`src/rtl/uart_pkg.sv`:
```
// uart_pkg: state encoding, parity-type and line-level constants shared by the
//   UART transmit and receive paths, plus a small parity helper.
// Latency: n/a (declarations only). Backpressure: n/a.
package uart_pkg;

  // Frame sequencer states. The encoding is fixed so the receive path and any
  // debug tap that decodes the state register agree on the values.
  typedef enum logic [2:0] {
    IDLE   = 3'd0,
    START  = 3'd1,
    DATA   = 3'd2,
    PARITY = 3'd3,
    STOP   = 3'd4
  } uart_state_e;

  // Parity selection as carried on par_typ.
  localparam logic PAR_EVEN = 1'b0;
  localparam logic PAR_ODD  = ~PAR_EVEN;

  // Line levels: the line rests at mark (1); the start bit is a space (0).
  localparam logic LINE_IDLE = 1'b1;
  localparam logic START_BIT = 1'b0;

  // Width of a bit index able to address every data bit; at least one bit so
  // a degenerate one-bit frame still has a legal counter.
  function automatic int cnt_width(input int w);
    return (w > 1) ? $clog2(w) : 1;
  endfunction

  // Parity bit from the XOR-reduction of the data: even parity sends the
  // reduction as-is, odd parity sends it inverted.
  function automatic logic parity_bit(input logic xor_red, input logic typ);
    return (typ == PAR_ODD) ? ~xor_red : xor_red;
  endfunction

endpackage

```
`src/rtl/uart_tx_if.sv`:
```
// uart_tx_if: TX handshake between the system controller (master) and the
//   UART transmitter (slave): byte, request strobe, parity controls, and the
//   serial line plus busy status coming back.
// Latency: n/a (wiring only). Backpressure: master must hold off while busy=1.
//
// Signals:
//   p_data     master->slave  byte to transmit
//   data_valid master->slave  request strobe, p_data valid this cycle
//   par_en     master->slave  append a parity bit
//   par_typ    master->slave  0 even, 1 odd parity
//   tx_out     slave->master  serial line, idles high
//   busy       slave->master  frame in progress, requests ignored
interface uart_tx_if #(
  parameter int DATA_WIDTH = 8
);

  logic [DATA_WIDTH-1:0] p_data;
  logic                  data_valid;
  logic                  par_en;
  logic                  par_typ;
  logic                  tx_out;
  logic                  busy;

  modport master (
    output p_data,
    output data_valid,
    output par_en,
    output par_typ,
    input  tx_out,
    input  busy
  );

  modport slave (
    input  p_data,
    input  data_valid,
    input  par_en,
    input  par_typ,
    output tx_out,
    output busy
  );

endinterface

```
`src/rtl/parity_calc.sv`:
```
// parity_calc: combinational parity over the latched TX data word.
// Latency: 0 cycles (pure logic). Backpressure: none.
//
// Ports: i_data (latched data word), i_par_typ (0 even / 1 odd),
//   o_par_bit (bit to place on the line in the parity slot).
// Only present when UART_TX_PARITY_EN is defined; without it the transmitter
// carries no parity logic at all, so the module is not declared either.
`ifdef UART_TX_PARITY_EN
module parity_calc
  import uart_pkg::*;
#(
  parameter int DATA_WIDTH = 8
) (
  input  logic [DATA_WIDTH-1:0] i_data,
  input  logic                  i_par_typ,
  output logic                  o_par_bit
);

  logic w_xor_red;

  assign w_xor_red = ^i_data;
  assign o_par_bit = parity_bit(w_xor_red, i_par_typ);

endmodule
`endif

```
`src/rtl/uart_tx.sv`:
```
// uart_tx: serializes one data word into start / data (LSB first) / optional
//   parity / stop frame on tx_out; clocked by the baud clock (1 cycle = 1 bit).
// Latency: request sampled at edge N -> start bit and busy=1 from edge N+1.
// Backpressure: busy=1 for the whole frame; requests seen while not idle are dropped.
//
// Ports:
//   clk  baud clock, one cycle per bit
//   rst  synchronous active-high reset
//   bus  uart_tx_if.slave: p_data/data_valid/par_en/par_typ in, tx_out/busy out
//
// Build option: define UART_TX_PARITY_EN to compile in the parity stage.
// Without it par_en/par_typ are still on the interface but are ignored and
// every frame is 1+DATA_WIDTH+1 bits.
module uart_tx
  import uart_pkg::*;
#(
  parameter int DATA_WIDTH = 8
) (
  input  logic     clk,
  input  logic     rst,
  uart_tx_if.slave bus
);

  localparam int               CNT_W    = cnt_width(DATA_WIDTH);
  localparam logic [CNT_W-1:0] LAST_BIT = CNT_W'(DATA_WIDTH - 1);
  localparam logic [CNT_W-1:0] CNT_ONE  = CNT_W'(1);

  uart_state_e           r_state;
  logic [CNT_W-1:0]      r_cnt;
  logic [DATA_WIDTH-1:0] r_data;
  logic                  r_tx;
  logic                  r_busy;

`ifdef UART_TX_PARITY_EN
  logic r_par_en;
  logic r_par_typ;
  logic w_par_bit;

  // Parity is taken from the latched copy, so changes on p_data/par_typ
  // during the frame cannot disturb the bit that goes out.
  parity_calc #(
    .DATA_WIDTH (DATA_WIDTH)
  ) u_parity_calc (
    .i_data    (r_data),
    .i_par_typ (r_par_typ),
    .o_par_bit (w_par_bit)
  );
`else
  // Parity controls are accepted on the interface but have no function here.
  logic w_unused_par;
  assign w_unused_par = bus.par_en ^ bus.par_typ;
`endif

  // Single sequencer. tx_out/busy are registered from the current state, so
  // each state's line level appears one cycle after the state is entered:
  // the START state (entered at the request edge) drives the start bit from
  // the following edge, and the IDLE state clears busy at its closing edge.
  always_ff @(posedge clk) begin
    if (rst) begin
      r_state   <= IDLE;
      r_cnt     <= '0;
      r_data    <= '0;
      r_tx      <= LINE_IDLE;
      r_busy    <= 1'b0;
`ifdef UART_TX_PARITY_EN
      r_par_en  <= 1'b0;
      r_par_typ <= PAR_EVEN;
`endif
    end else begin
      case (r_state)
        IDLE: begin
          r_tx   <= LINE_IDLE;
          r_busy <= 1'b0;
          if (bus.data_valid) begin
            r_data    <= bus.p_data;
`ifdef UART_TX_PARITY_EN
            r_par_en  <= bus.par_en;
            r_par_typ <= bus.par_typ;
`endif
            r_state   <= START;
          end
        end

        START: begin
          r_tx    <= START_BIT;
          r_busy  <= 1'b1;
          r_cnt   <= '0;
          r_state <= DATA;
        end

        DATA: begin
          r_tx   <= r_data[r_cnt];
          r_busy <= 1'b1;
          // The counter stops on the last index rather than wrapping; it is
          // cleared again by START before the next frame.
          if (r_cnt == LAST_BIT) begin
`ifdef UART_TX_PARITY_EN
            r_state <= r_par_en ? PARITY : STOP;
`else
            r_state <= STOP;
`endif
          end else begin
            r_cnt <= r_cnt + CNT_ONE;
          end
        end

`ifdef UART_TX_PARITY_EN
        PARITY: begin
          r_tx    <= w_par_bit;
          r_busy  <= 1'b1;
          r_state <= STOP;
        end
`endif

        STOP: begin
          r_tx    <= LINE_IDLE;
          r_busy  <= 1'b1;
          r_state <= IDLE;
        end

        // Unreachable encodings (and PARITY when it is not built) fall back
        // to a quiet line.
        default: begin
          r_tx    <= LINE_IDLE;
          r_busy  <= 1'b0;
          r_state <= IDLE;
        end
      endcase
    end
  end

  assign bus.tx_out = r_tx;
  assign bus.busy   = r_busy;

endmodule
```
`src/flat_wrapper.sv`:
```
// flat-port wrapper written by rule: the top's interface ports become plain ports
module uart_tx_flat import uart_pkg::*;
#(
  parameter int DATA_WIDTH = 8
)
  (clk, rst, bus_p_data, bus_data_valid, bus_par_en, bus_par_typ, bus_tx_out, bus_busy);
  uart_tx_if #(.DATA_WIDTH(DATA_WIDTH)) bus_i ();
  input  logic clk;
  input  logic rst;
  input wire logic [$bits(bus_i.p_data)-1:0] bus_p_data;
  input wire logic [$bits(bus_i.data_valid)-1:0] bus_data_valid;
  input wire logic [$bits(bus_i.par_en)-1:0] bus_par_en;
  input wire logic [$bits(bus_i.par_typ)-1:0] bus_par_typ;
  output wire logic [$bits(bus_i.tx_out)-1:0] bus_tx_out;
  output wire logic [$bits(bus_i.busy)-1:0] bus_busy;
  assign bus_i.p_data = bus_p_data;
  assign bus_i.data_valid = bus_data_valid;
  assign bus_i.par_en = bus_par_en;
  assign bus_i.par_typ = bus_par_typ;
  assign bus_tx_out = bus_i.tx_out;
  assign bus_busy = bus_i.busy;
  uart_tx #(.DATA_WIDTH(DATA_WIDTH)) u_core (.clk(clk), .rst(rst), .bus(bus_i));
endmodule
```
`config.mk`:
```
export PLATFORM = sky130hd
export DESIGN_NAME = uart_tx_flat
export DESIGN_NICKNAME = d
export VERILOG_FILES = /design/src/rtl/uart_pkg.sv /design/src/rtl/uart_tx_if.sv /design/src/rtl/parity_calc.sv /design/src/rtl/uart_tx.sv /design/src/flat_wrapper.sv
export SDC_FILE = /design/constraint.sdc
export NUM_CORES = 1
export LEC_CHECK = 0
export BUFFER_PORTS_ARGS = -buffer_cell sky130_fd_sc_hd__clkbuf_2
export CORE_MARGIN = 10
export CORE_UTILIZATION = 55
export DETAILED_ROUTE_END_ITERATION = 8
export PLACE_DENSITY = 0.88
export REMOVE_ABC_BUFFERS = 1
export SYNTH_ARGS = -nofsm -noshare
export SYNTH_HDL_FRONTEND = slang
export SYNTH_SLANG_ARGS = --single-unit
export TNS_END_PERCENT = 1
```
`constraint.sdc`:
```
create_clock -name clk -period 4.5 [get_ports clk]
set_input_delay 0.45 -clock clk [delete_from_list [all_inputs] [get_ports clk]]
set_output_delay 0.45 -clock clk [all_outputs]
set_load 0.01 [all_outputs]
```
# Word-level counts from Yosys, hierarchy flattened
# Cells that the tools add are included.
# classes
addsub	1
magnitude_cmp	1
n_eq_ne	7
n_mux	9
n_reduce_logical	6
# op_table
cell	count
$mux 3	3
$pmux 3 s3	1
$eq 3x3->1 const B	2
$pmux 3 s2	1
$reduce_and 2->1	3
$lt 3x4->1 const B	1
$ne 2x2->1 const B	2
$add 3x1->3 const B	1
$bmux 1 s3	1
$eq 3x1->1 const B	1
$eq 3x2->1 const B	1
$logic_not 3->1	1
$reduce_or 3->1	1
$mux 1	2
$ne 2x1->1 const B	1
$pmux 1 s2	1
$reduce_bool 2->1	1
# word_totals
register_bits	16
in_bits	13
out_inout_bits	2

# Longest topological paths before layout
# Gate-level depths: netlist of the first run.
# depth
word_depth	3
mapped_depth	6
depth_no_buf	6

# Worst setup path before layout of the first run
# OpenSTA, ideal clock, no wires.
# synth_path
path_type	register to register
startpoint	register u_core.r_cnt[0]
endpoint	register u_core.r_cnt[0]
arrival_time_ns	1.572
path_slack_ns	2.800
stages_incl_launch_ff	7
path_buffers	0
synth_period_minus_slack_ns	1.700
path_cell_list	dfxtp_1 ha_1 ha_1 or3b_4 a21oi_4 mux2i_1 nor2_2
# synth_via
elab_chain_cells	3
# synth_rtl
element	line	source
from (decl)	uart_tx.sv:29	logic [CNT_W-1:0] r_cnt;
from (signal assigned)	uart_tx.sv:103	r_cnt <= r_cnt + CNT_ONE;
$add 3x1->3 / $eq 3x3->1 (equally long branches)	uart_tx.sv:103, uart_tx.sv:96	
$mux 3 / $ne 2x2->1 (equally long branches)	--	
$pmux 3 s2 / $reduce_and 2->1 (equally long branches)	--	
# Parallel ways exist; a longest one is shown, timed or not. The select of a mux whose other input is x is not followed.
# A chain may end at the register's enable or synchronous reset.

# Final worst setup path of the first run
# layout_path
startpoint	register u_core.r_cnt[0]
endpoint	register u_core.r_cnt[2]
# Same word-level chain as after synthesis.

==> results of run 1 <==
[power breakdown]
group	internal, mW	switching, mW
combinational	0.0172	0.0172
sequential	0.149	0.00606
clock	0.0494	0.0455
[through the flow]
step                utilization (%)  cells  area [µm²]  setup slack, ns
detailed placement             60.8    101         791             2.68
finish                         63.6    105         827             2.70
CTS                            63.6    105         827             2.68
floorplan                         -     74         712             2.81
global placement               60.8    101         791             2.72
global route                   63.6    105         827             2.60
[cell usage after synthesis (2+ instances only)]
master,count
sky130_fd_sc_hd__dfxtp_1,16
sky130_fd_sc_hd__nand2_1,16
sky130_fd_sc_hd__a21oi_1,8
sky130_fd_sc_hd__mux2i_1,4
sky130_fd_sc_hd__nor2_1,3
sky130_fd_sc_hd__nor2_2,3
sky130_fd_sc_hd__o21ai_0,3
sky130_fd_sc_hd__and2_1,2
sky130_fd_sc_hd__buf_2,2
sky130_fd_sc_hd__buf_6,2
sky130_fd_sc_hd__clkbuf_1,2
sky130_fd_sc_hd__ha_1,2
sky130_fd_sc_hd__nor3b_1,2
[worst max-delay path: cells and delay by family (launching register included)]
kind / cells / cell delay [ns]
simple gates: 2 / 0.43
fa+ha+maj: 2 / 0.42
flops: 1 / 0.39
mux: 1 / 0.24
compound gates: 1 / 0.20
[worst min path at each step]
stage	startpoint	end	slack [ns]	cells after the start
2_1_floorplan	u_core.r_data[1]	u_core.r_data[1]	0.43	2
3_3_place_gp	u_core.r_data[7]	u_core.r_data[7]	0.44	2
3_5_place_dp	u_core.r_data[4]	u_core.r_data[4]	0.45	2
4_1_cts	bus_p_data[7]	u_core.r_data[7]	0.36	3
5_1_grt	bus_p_data[1]	u_core.r_data[1]	0.36	3
6_report	bus_p_data[7]	u_core.r_data[7]	0.37	3
[area by class of cell]
| class | instances | area [µm²] |
|---|---|---|
| Clock buffer | 4 | 36.3 |
| Fill cell | 126 | 474 |
| Multi-Input combinational cell | 58 | 392 |
| Sequential cell | 16 | 320 |
| Tap cell | 15 | 18.8 |
| Timing Repair Buffer | 12 | 60.1 |
[cell families after synthesis]
family                   after synthesis  share of synthesized area [%]
flip-flops                            16                           42.6
XOR/XNOR                               2                           2.33
AO/OA/AOI/OAI                         14                           11.6
buffers and inverters                  6                           5.32
multiplexers                           6                           9.82
adder cells (fa/ha/maj)                2                           3.33
AND/OR/NAND/NOR                       34                           25.0
[state kept, by name (all words and copies together) (netlist names)]
signal and flops:
u_core.r_data 8, u_core.r_cnt 3, u_core.r_state 3, u_core.bus.busy 1, u_core.bus.tx_out 1
[routing by layer]
layer  routed length, µm  GRT usage [%]  part of all wire, %  vias to the layer above
met2                 620           12.6                   48                       12
li1                    -              -                    -                      292
met5                   0              0                    0                        -
met3                  75           3.54                  5.8                        5
met4                  38           6.04                  2.9                        0
met1                 561           10.1                   43                      242
==> results summary, run 1 <==
The register-to-register setup slack came out at 2.70 ns. Yosys mapped a number of flops with a built-in enable equal to 0. The total number of vias is 551. In the synthesized netlist the dominant register cell turns out to be sky130_fd_sc_hd__dfxtp_1. The violation count after the first detailed-route iteration came out at 5. The worst setup path is of the reg2reg kind. Of all cell types, the one taking the most synthesized area is sky130_fd_sc_hd__dfxtp_1. The vias per cell is 5.25. The worst register-to-register path begins at u_core.r_cnt[0].

The required time of the critical path came out at 4.68 ns. Dividing the final minimum period by the clock period gives 40.0%. The clock net in this run drives a total of 16 sinks.

The setup TNS is 0 ns. After detailed routing, the average wire length per cell comes to 12.3 µm. For this block, the routed nets add up to 1300 µm of wire. Setup violations remaining at the end of the flow were counted as 0. The number of primary I/O pins came out at 15. The number of buffers on the longest clock path came out at 2. In this run the static leakage power is 0.337 nW.

The post-synthesis cell type count came out at 28. The share of final-layout standard cells stronger than drive strength 1 is 27.8%. The number of antenna violations at the first check in global routing is 0. The total overflow left after global routing is 0. The critical path capture point is u_core.r_cnt[2]. The endpoint of the worst-slack reg-to-reg timing path is u_core.r_cnt[2]. The launching element of the worst setup path is u_core.r_cnt[0]. The final-report max-slew violation count came out at 0. Setup repair after global routing left no endpoint under its margin.

Clock-pin slew was measured on the worst setup and hold paths at 0.09 ns. The library cells used most frequently in the layout, excluding fill and tap cells, are sky130_fd_sc_hd__nand2_1, sky130_fd_sc_hd__dfxtp_1, sky130_fd_sc_hd__clkbuf_2. The cell area after synthesis came out at 752 µm².

The critical path arrival came out at 1.98 ns. Buffers added to address setup during post-CTS repair amount to 0. The maximum resistive drop on vdd is 177 µV. The global-route wire length before repair came out at 2280 µm.

In this run, post-CTS hold repair placed 0 buffers. The worst setup path is captured at a flip-flop. The depth of the worst register-to-register path is 6.

The critical path startpoint category is a flip-flop. The fmax came out at 0.555 GHz. The die width came out at 57.0 µm.

The power consumption is 0.285 mW. The maximum level of the CTS H-tree came out at 1. Row generation in the floorplan step produced 13 rows. The clock arrives with 0.00665 ns of skew. The average instance in the mapped netlist occupies 9.40 µm².

The yosys synthesis warning count came out at 0. The total of buffers placed on input and output ports is 12. Hold timing on the final database bottoms out at a slack of 0.365 ns. The clock tree from TritonCTS is yes.

Once the floorplan was initialized, standard cells occupied 57.8% of the core. The insertion delay to the later sink of the worst-skew pair came out at 0.29 ns. The via count of the first global-routing pass is 531.

The synthesized instance count is 80. The net count of the finished layout is 106. The antenna cell count is 0. The cell that appears most often on the critical path is sky130_fd_sc_hd__ha_1. The highest cell delay on the worst timing path is 0.39 ns. The largest individual stage delay along the critical path comes from the cell sky130_fd_sc_hd__dfxtp_1.

The final weighted congestion in routability-driven placement is 0.761. The cell area power density came out at 344 nW/µm². Once detail routing completed, the nets flagged for antenna violations numbered 0. The number of buffers inserted during clock tree synthesis came out at 3. The synthesis-to-layout area growth came out at 9.98%. The number of search-and-repair iterations in the first detailed-routing pass is 4. The shortest clock period the worst path allows after layout is 1.80 ns. The post-detailed-route DRC marker count came out at 0.

After synthesis the netlist holds a flip-flop and latch count of 16. By area the synthesized netlist is led by sky130_fd_sc_hd__dfxtp_1, sky130_fd_sc_hd__nand2_1, sky130_fd_sc_hd__a21oi_1. The die is 57.0 µm tall. The critical path goes through ha_1 -> ha_1 -> or3b_4 -> a21oi_4 -> mux2i_1 -> nor2_2. The area of the die is 3250 µm². The maximum fanout encountered on the critical timing path is 6. The post-CTS resize count is 0.

The share of flip-flops with an asynchronous set or reset after synthesis came out at 0%. The pin count of the biggest net entering global routing came out at 17. The slew at the pin closest to its max-slew limit is 0.736 ns. The part of the Yosys area used for sequential elements is 42.6%. The total of max-cap violations came out at 0. The flow ran to the end, and the final reports show no timing, DRC or antenna violations. In this run the tightest slew margin relative to its limit is 50.8%. The proportion of netlist area held by the largest area contributor is 42.6%. The half-perimeter wire length after detailed placement is 992 µm. CTS placed an instance of sky130_fd_sc_hd__clkbuf_4 at the clock tree root. The path class of the tightest hold or removal check is in2reg. The total core area is 1300 µm². The number of hold-slack violations in the final timing report is 0.

The all-layer global routing usage is 8.66%.
No activity file was read; power rests on OpenSTA's default activity.
==> run 2, diff against run 1 <==
--- a/config.mk
+++ b/config.mk
@@ -7,9 +7,9 @@
 export LEC_CHECK = 0
 export BUFFER_PORTS_ARGS = -buffer_cell sky130_fd_sc_hd__clkbuf_2
 export CORE_MARGIN = 10
-export CORE_UTILIZATION = 55
+export CORE_UTILIZATION = 46
 export DETAILED_ROUTE_END_ITERATION = 8
-export PLACE_DENSITY = 0.88
+export PLACE_DENSITY = 0.79
 export REMOVE_ABC_BUFFERS = 1
 export SYNTH_ARGS = -nofsm -noshare
 export SYNTH_HDL_FRONTEND = slang
==> constraint.sdc (replaced) <==
create_clock -name clk -period 1.5 [get_ports clk]
set_input_delay 0.15 -clock clk [delete_from_list [all_inputs] [get_ports clk]]
set_output_delay 0.15 -clock clk [all_outputs]
set_load 0.01 [all_outputs]
==> results summary, run 2 (synthesized netlist as in run 1, its figures left out) <==
The required time of the critical path is 1.67 ns. The final-report max-slew violation count came out at 0. In the routed layout, each cell is associated on average with a via count of 5.23. The cell area power density came out at 895 nW/µm². The storage element area came out at 323 µm².

The synthesis-to-layout area growth is 19.5%. The number of antenna violations at the first check in global routing is 0. The maximum resistive drop on vdd came out at 551 µV. The largest registers in the layout are u_core.r_data (8), u_core.r_cnt (3), u_core.r_state (3). The number of setup violations in the final report is 3. The post-route clock period utilization is 111%. The insertion delay to the later sink of the worst-skew pair came out at 0.28 ns. The first global-routing pass estimated 2550 µm of wire. TritonCTS built the clock tree. The final design instance area without fill came out at 898 µm². The clock skew came out at 0.00366 ns.

The startpoint of the most critical hold path is bus_p_data[0]. The final weighted congestion in routability-driven placement came out at 0.787. The TritonCTS sink count came out at 16. The die is 60.4 µm wide. In this run, placement finished with an instance count of 109. The signal on the critical path passes through ha_4 -> ha_4 -> or3b_4 -> a21oi_4 -> mux2i_2 -> nor2_2. The total core area is 1520 µm². The flow ran to the end, but the final reports show violations. The total congestion overflow after global routing is 0. The clock edge transition at the registers on the reported setup and hold paths came out at 0.09 ns. The via count of the first global-routing pass was 572. The floorplan step set the die height to 60.4 µm. The library cells used most frequently in the layout, excluding fill and tap cells, are sky130_fd_sc_hd__nand2_1, sky130_fd_sc_hd__dfxtp_1, sky130_fd_sc_hd__clkbuf_2.

The number of buffers inserted during clock tree synthesis is 3. The number of search-and-repair iterations in the first detailed-routing pass is 4. The number of flip-flops under the largest register name came out at 8. The area of the die is 3650 µm². The number of nets in the layout came out at 113. The post-detailed-route DRC marker count came out at 0.

Entering global routing, the biggest net connects 17 pins. Setup repair after global routing could not meet its margin everywhere. The final reports fail on setup timing.

Hold is met by 0.0728 ns. The HPWL after detailed placement is 1100 µm. The library cell used most frequently in the layout, excluding fill and tap cells, is sky130_fd_sc_hd__nand2_1. The startpoint identified for the worst register-to-register timing path is u_core.r_cnt[1]. The total number of vias came out at 586. In this run the worst setup path begins at u_core.r_cnt[1]. The tightest min-delay check is of the in2reg type. The slew at the pin closest to its max-slew limit came out at 0.357 ns. Among the stages of the critical path, the cell type that occurs most often is sky130_fd_sc_hd__ha_4. The number of primary I/O pins came out at 15.

The post-route netlist has 37.5% of its cells at a drive strength greater than 1. The mean routed wirelength per cell came out at 13.3 µm. The standard cell with the maximum stage delay on the critical path is sky130_fd_sc_hd__or3b_4.

The shortest clock period the worst path allows after layout came out at 1.66 ns. Data arrives at the worst endpoint at 1.83 ns. In this run, the number of DRC markers left after iteration 0 of detailed routing was 9. The type of element capturing the critical path is a flip-flop. Based on the critical path, the design can be clocked at up to 0.603 GHz.

The worst relative slew slack came out at 76.2%. The standard cell area after detailed placement is 845 µm². STA classifies the critical path startpoint as a flip-flop. The residual antenna-violating net count after detailed routing came out at 0. The initial cell density of the core is 49.3%. The number of buffers on the longest clock path is 2. The kind of critical path is reg2reg. The number of hold buffers added after CTS was 0. After filler insertion, the fill cell instance count of the layout stands at 136. The all-layer global routing usage is 9.66%. The number of antenna diodes in the final layout is 0. Excluding fillers, the count of instances in the completed layout stands at 112. The setup slack of the critical path after layout is -0.158 ns. CTS built an H-tree with a depth of 1. The highest cell delay on the worst timing path came out at 0.41 ns.

The root buffer cell chosen for the clock tree is sky130_fd_sc_hd__clkbuf_4. In this run the worst path has a maximum fanout of 3. The static leakage is 0.361 nW. Buffers placed on the I/O ports in this run total 12. The number of hold-slack violations in the final timing report is 0. The floorplan has 14 rows. The total area of multi-input combinational cells came out at 420 µm². The register containing the most flip-flops in the final layout is u_core.r_data. The total detailed-routing wirelength came out at 1500 µm. The total of max-cap violations came out at 0.
-- run 2: cell types whose count changed in the layout (fill, tap and decap cells not counted) --
cell                       change
sky130_fd_sc_hd__dfxtp_1       -2
sky130_fd_sc_hd__mux2i_1       -1
sky130_fd_sc_hd__ha_1          -2
sky130_fd_sc_hd__buf_4         +7
sky130_fd_sc_hd__ha_4          +2
sky130_fd_sc_hd__mux2i_2       +1
sky130_fd_sc_hd__clkbuf_8      -1
sky130_fd_sc_hd__dfxtp_2       +2
-- run 2: final cells by class --
| class | instances | share of cell area (%) |
|---|---|---|
| clock buffer | 3 | 2.51 |
| multi-input combinational | 58 | 46.8 |
| sequential | 16 | 35.9 |
| tap | 16 | 2.23 |
| timing repair buffer | 19 | 12.5 |
-- run 2: final timing paths --
check                                         to  slack [ns]  cells after the start
worst min-delay path            u_core.r_data[0]        0.07                      3
worst max-delay path             u_core.r_cnt[2]       -0.16                      6
worst min register to register  u_core.r_data[2]        0.46                      2
worst max register to register   u_core.r_cnt[2]       -0.16                      6
-- run 2: critical path: cells and delay by family, from the launching register on --
kind | cells | cell delay [ns]
adders and majority gates | 2 | 0.31
AOI/OAI and AO/OA | 1 | 0.19
muxes | 1 | 0.26
and+or+nand+nor | 2 | 0.45
DFF | 1 | 0.34
-- run 2: stage by stage --
stage | util (%) | setup WS, ns | TNS (ns) | total power [mW]
3_3_place_gp | 55.4 | -0.154 | -0.428 | 0.587
6_report | 58.9 | -0.158 | -0.445 | 0.804
5_1_grt | 58.9 | -0.200 | -0.584 | 0.855
4_1_cts | 58.7 | -0.139 | -0.400 | 0.817
3_5_place_dp | 55.4 | -0.202 | -0.584 | 0.592
2_1_floorplan | - | -0.187 | -0.561 | 0.543
-- run 2: power breakdown --
| part | leakage, nW | total, mW | internal [mW] | switching (mW) |
|---|---|---|---|---|
| registers | 0.132 | 0.460 | 0.448 | 0.0123 |
| logic | 0.215 | 0.123 | 0.0610 | 0.0620 |
| clock network | 0.0138 | 0.220 | 0.0933 | 0.127 |
| total | 0.361 | 0.804 | 0.602 | 0.201 |
-- run 2: metal layers --
layer	up-vias	share of wire, %	global-route usage [%]
met5	-	0	0
met4	0	3.5	7.52
met3	4	5.4	3.13
met2	15	47	15.0
met1	261	44	10.7
li1	306	-	-
-- run 2: repair_timing --
action | in CTS | in global routing
setup endpoints to repair | 3 | 3
setup buffers | 0 | 0
pin swaps | 3 | 0
resized for setup | 6 | 1
==> run 3, diff against run 2 <==
--- a/config.mk
+++ b/config.mk
@@ -10,7 +10,6 @@
 export CORE_UTILIZATION = 46
 export DETAILED_ROUTE_END_ITERATION = 8
 export PLACE_DENSITY = 0.79
-export REMOVE_ABC_BUFFERS = 1
 export SYNTH_ARGS = -nofsm -noshare
 export SYNTH_HDL_FRONTEND = slang
 export SYNTH_SLANG_ARGS = --single-unit
==> results summary, run 3 (synthesized netlist as in run 1, its figures left out) <==
In this run the most critical hold path is launched from bus_p_data[0]. The area of the die is 3650 µm². Input and output buffers added on the ports amount to 12. The via count of the first global-routing pass is 627.

IR analysis of the VDD net gives a maximum drop of 564 µV. Across the run, the number of max-cap violations was 0. The die is 60.4 µm tall. The library cell used most frequently in the layout, excluding fill and tap cells, is sky130_fd_sc_hd__nand2_1. Counting instances, the worst hold path has a depth of 3. The design draws 0.865 mW. The total number of vias came out at 603.

The endpoint identified for the worst register-to-register timing path is u_core.r_cnt[1]. After global routing the overflow that remains totals 0. The residual antenna-violating net count after detailed routing came out at 0. The post-CTS resize count is 0. The violation count after the first detailed-route iteration is 4. The slew at the pin closest to its max-slew limit is 0.355 ns.

The region available for standard cell placement spans 1520 µm². The half-perimeter wire length after detailed placement came out at 1110 µm. The cell area power density is 949 nW/µm². The worst setup path is captured at a flip-flop.

The number of post-CTS setup repair buffers is 0. In the final layout, the registers with the most flip-flops are u_core.r_data (8), u_core.r_cnt (3), u_core.r_state (3). The final-report max-slew violation count is 0.

CTS saw 16 sinks. The number of hold-slack violations in the final timing report is 0. The maximum fanout encountered on the critical timing path came out at 3.

Ranked by flip-flop count, first place goes to u_core.r_data. The row count is 14. The critical path is of the reg2reg type. The standard cell area after detailed placement came out at 875 µm². TritonCTS built the clock tree. The setup slack after placement came out at -0.159 ns. The shortest clock period the worst path allows after layout is 1.66 ns. Setup violations remaining at the end of the flow were counted as 3. The maximum level of the CTS H-tree is 1. Counting the buffers created by CTS gives 3.

The tree is rooted in a sky130_fd_sc_hd__clkbuf_4. The post-route clock period utilization came out at 110%. The post-detailed-route DRC marker count came out at 0. The mean routed wirelength per cell is 13.2 µm. The final weighted congestion in routability-driven placement came out at 0.758.

The number of primary I/O pins is 15. For the worst setup path, the data required time is 1.67 ns. The all-layer global routing usage is 9.40%.

The pin count of the biggest net entering global routing came out at 17. The initial cell density of the core is 49.3%. Adding up every negative setup slack in the final design gives -0.437 ns. The startpoint of the worst register-to-register path is u_core.r_cnt[0]. The vias per cell is 5.34. The setup slack of the critical path after layout came out at -0.156 ns. The checks that failed: setup timing. The worst setup path is launched from a flip-flop.

The worst relative slew slack is 76.3%. The number of nets in the layout is 113. Setup repair after global routing could not meet its margin everywhere.

The number of nets in the synthesized netlist came out at 95. The run finished, with violations left. The number of flip-flops under the largest register name came out at 8. The fmax is 0.604 GHz.

The number of search-and-repair iterations in the first detailed-routing pass is 4. The register-to-register setup slack is -0.16 ns. The post-route netlist has 37.1% of its cells at a drive strength greater than 1.

Relative to the synthesized area, the layout overhead comes to 21.1%. The depth of the worst register-to-register path came out at 6. In the layout the commonest cells are sky130_fd_sc_hd__nand2_1, sky130_fd_sc_hd__dfxtp_1, sky130_fd_sc_hd__clkbuf_2. The die width came out at 60.4 µm. The global-route wire length before repair is 2690 µm. The path with the worst hold slack has its endpoint at u_core.r_data[0]. The final design instance area without fill is 911 µm². The number of antenna violations at the first check in global routing is 0. For this block, the routed nets add up to 1490 µm of wire.

For this design, the CTS-stage hold fixing added 0 buffers. The class of the tightest hold or removal check is in2reg. The longest clock path from root to sink contains 2 buffers. The static leakage came out at 0.369 nW. The critical path arrival came out at 1.83 ns. The insertion delay to the later sink of the worst-skew pair came out at 0.28 ns.

The clock edge transition at the registers on the reported setup and hold paths came out at 0.09 ns. The number of antenna diodes in the final layout is 0. On the final layout, the worst clock skew is 0.000332 ns.
-- run 3: cell types whose count changed in the layout (fill, tap and decap cells not counted), sizes merged --
cell    before  now
clkbuf      15   16
-- run 3: final cells by class --
| cell class | count | area [µm²] |
|---|---|---|
| Tap cell | 16 | 20.0 |
| Sequential cell | 16 | 325 |
| Timing Repair Buffer | 19 | 113 |
| Fill cell | 130 | 613 |
| Multi-Input combinational cell | 58 | 417 |
| Clock buffer | 4 | 36.3 |
-- run 3: metrics by stage --
stage | instances | hold WS (ns) | util (%)
after detailed placement | 109 | 0.380 | 57.4
after global routing | 113 | 0.0591 | 59.8
after CTS | 113 | 0.0669 | 59.8
after floorplan | 80 | 0.286 | -
after global placement | 109 | 0.373 | 57.4
final | 113 | 0.0765 | 59.8
-- run 3: timing repair --
action,4_1_cts,5_1_grt
endpoints found under the setup margin,3,9
pin swaps,0,0
gates cloned,0,0
-- run 3: worst max-delay path: stages (launching register included) --
cell	delay, ns
sky130_fd_sc_hd__dfxtp_4	0.36
sky130_fd_sc_hd__ha_4	0.16
sky130_fd_sc_hd__ha_4	0.15
sky130_fd_sc_hd__or3b_4	0.40
sky130_fd_sc_hd__a21oi_4	0.18
sky130_fd_sc_hd__mux2i_1	0.25
sky130_fd_sc_hd__nor2_2	0.04
-- run 3: worst max-delay path by stage --
stage | from | endpoint | slack (ns) | cells past startpoint
final | u_core.r_cnt[0] | u_core.r_cnt[1] | -0.16 | 6
after global routing | u_core.r_cnt[0] | u_core.r_cnt[1] | -0.24 | 6
after CTS | u_core.r_cnt[0] | u_core.r_cnt[1] | -0.17 | 6
after detailed placement | u_core.r_cnt[0] | u_core.r_cnt[1] | -0.16 | 6
after global placement | u_core.r_cnt[0] | u_core.r_cnt[1] | -0.12 | 6
after floorplan | u_core.r_cnt[0] | u_core.r_cnt[1] | -0.11 | 6
-- run 3: report_power, final --
part	internal (mW)	switching (mW)
logic	0.0606	0.0591
registers	0.447	0.0152
clock network	0.148	0.135
total	0.655	0.209
-- run 3: metal layers --
metal  routed length [µm]  global-route usage [%]  vias to the layer above
met1                  626                    10.0                      283
met3                   85                    3.76                        2
met4                   14                    2.82                        0
met2                  761                    16.6                       12
li1                     -                       -                      306
met5                    0                       0                        -
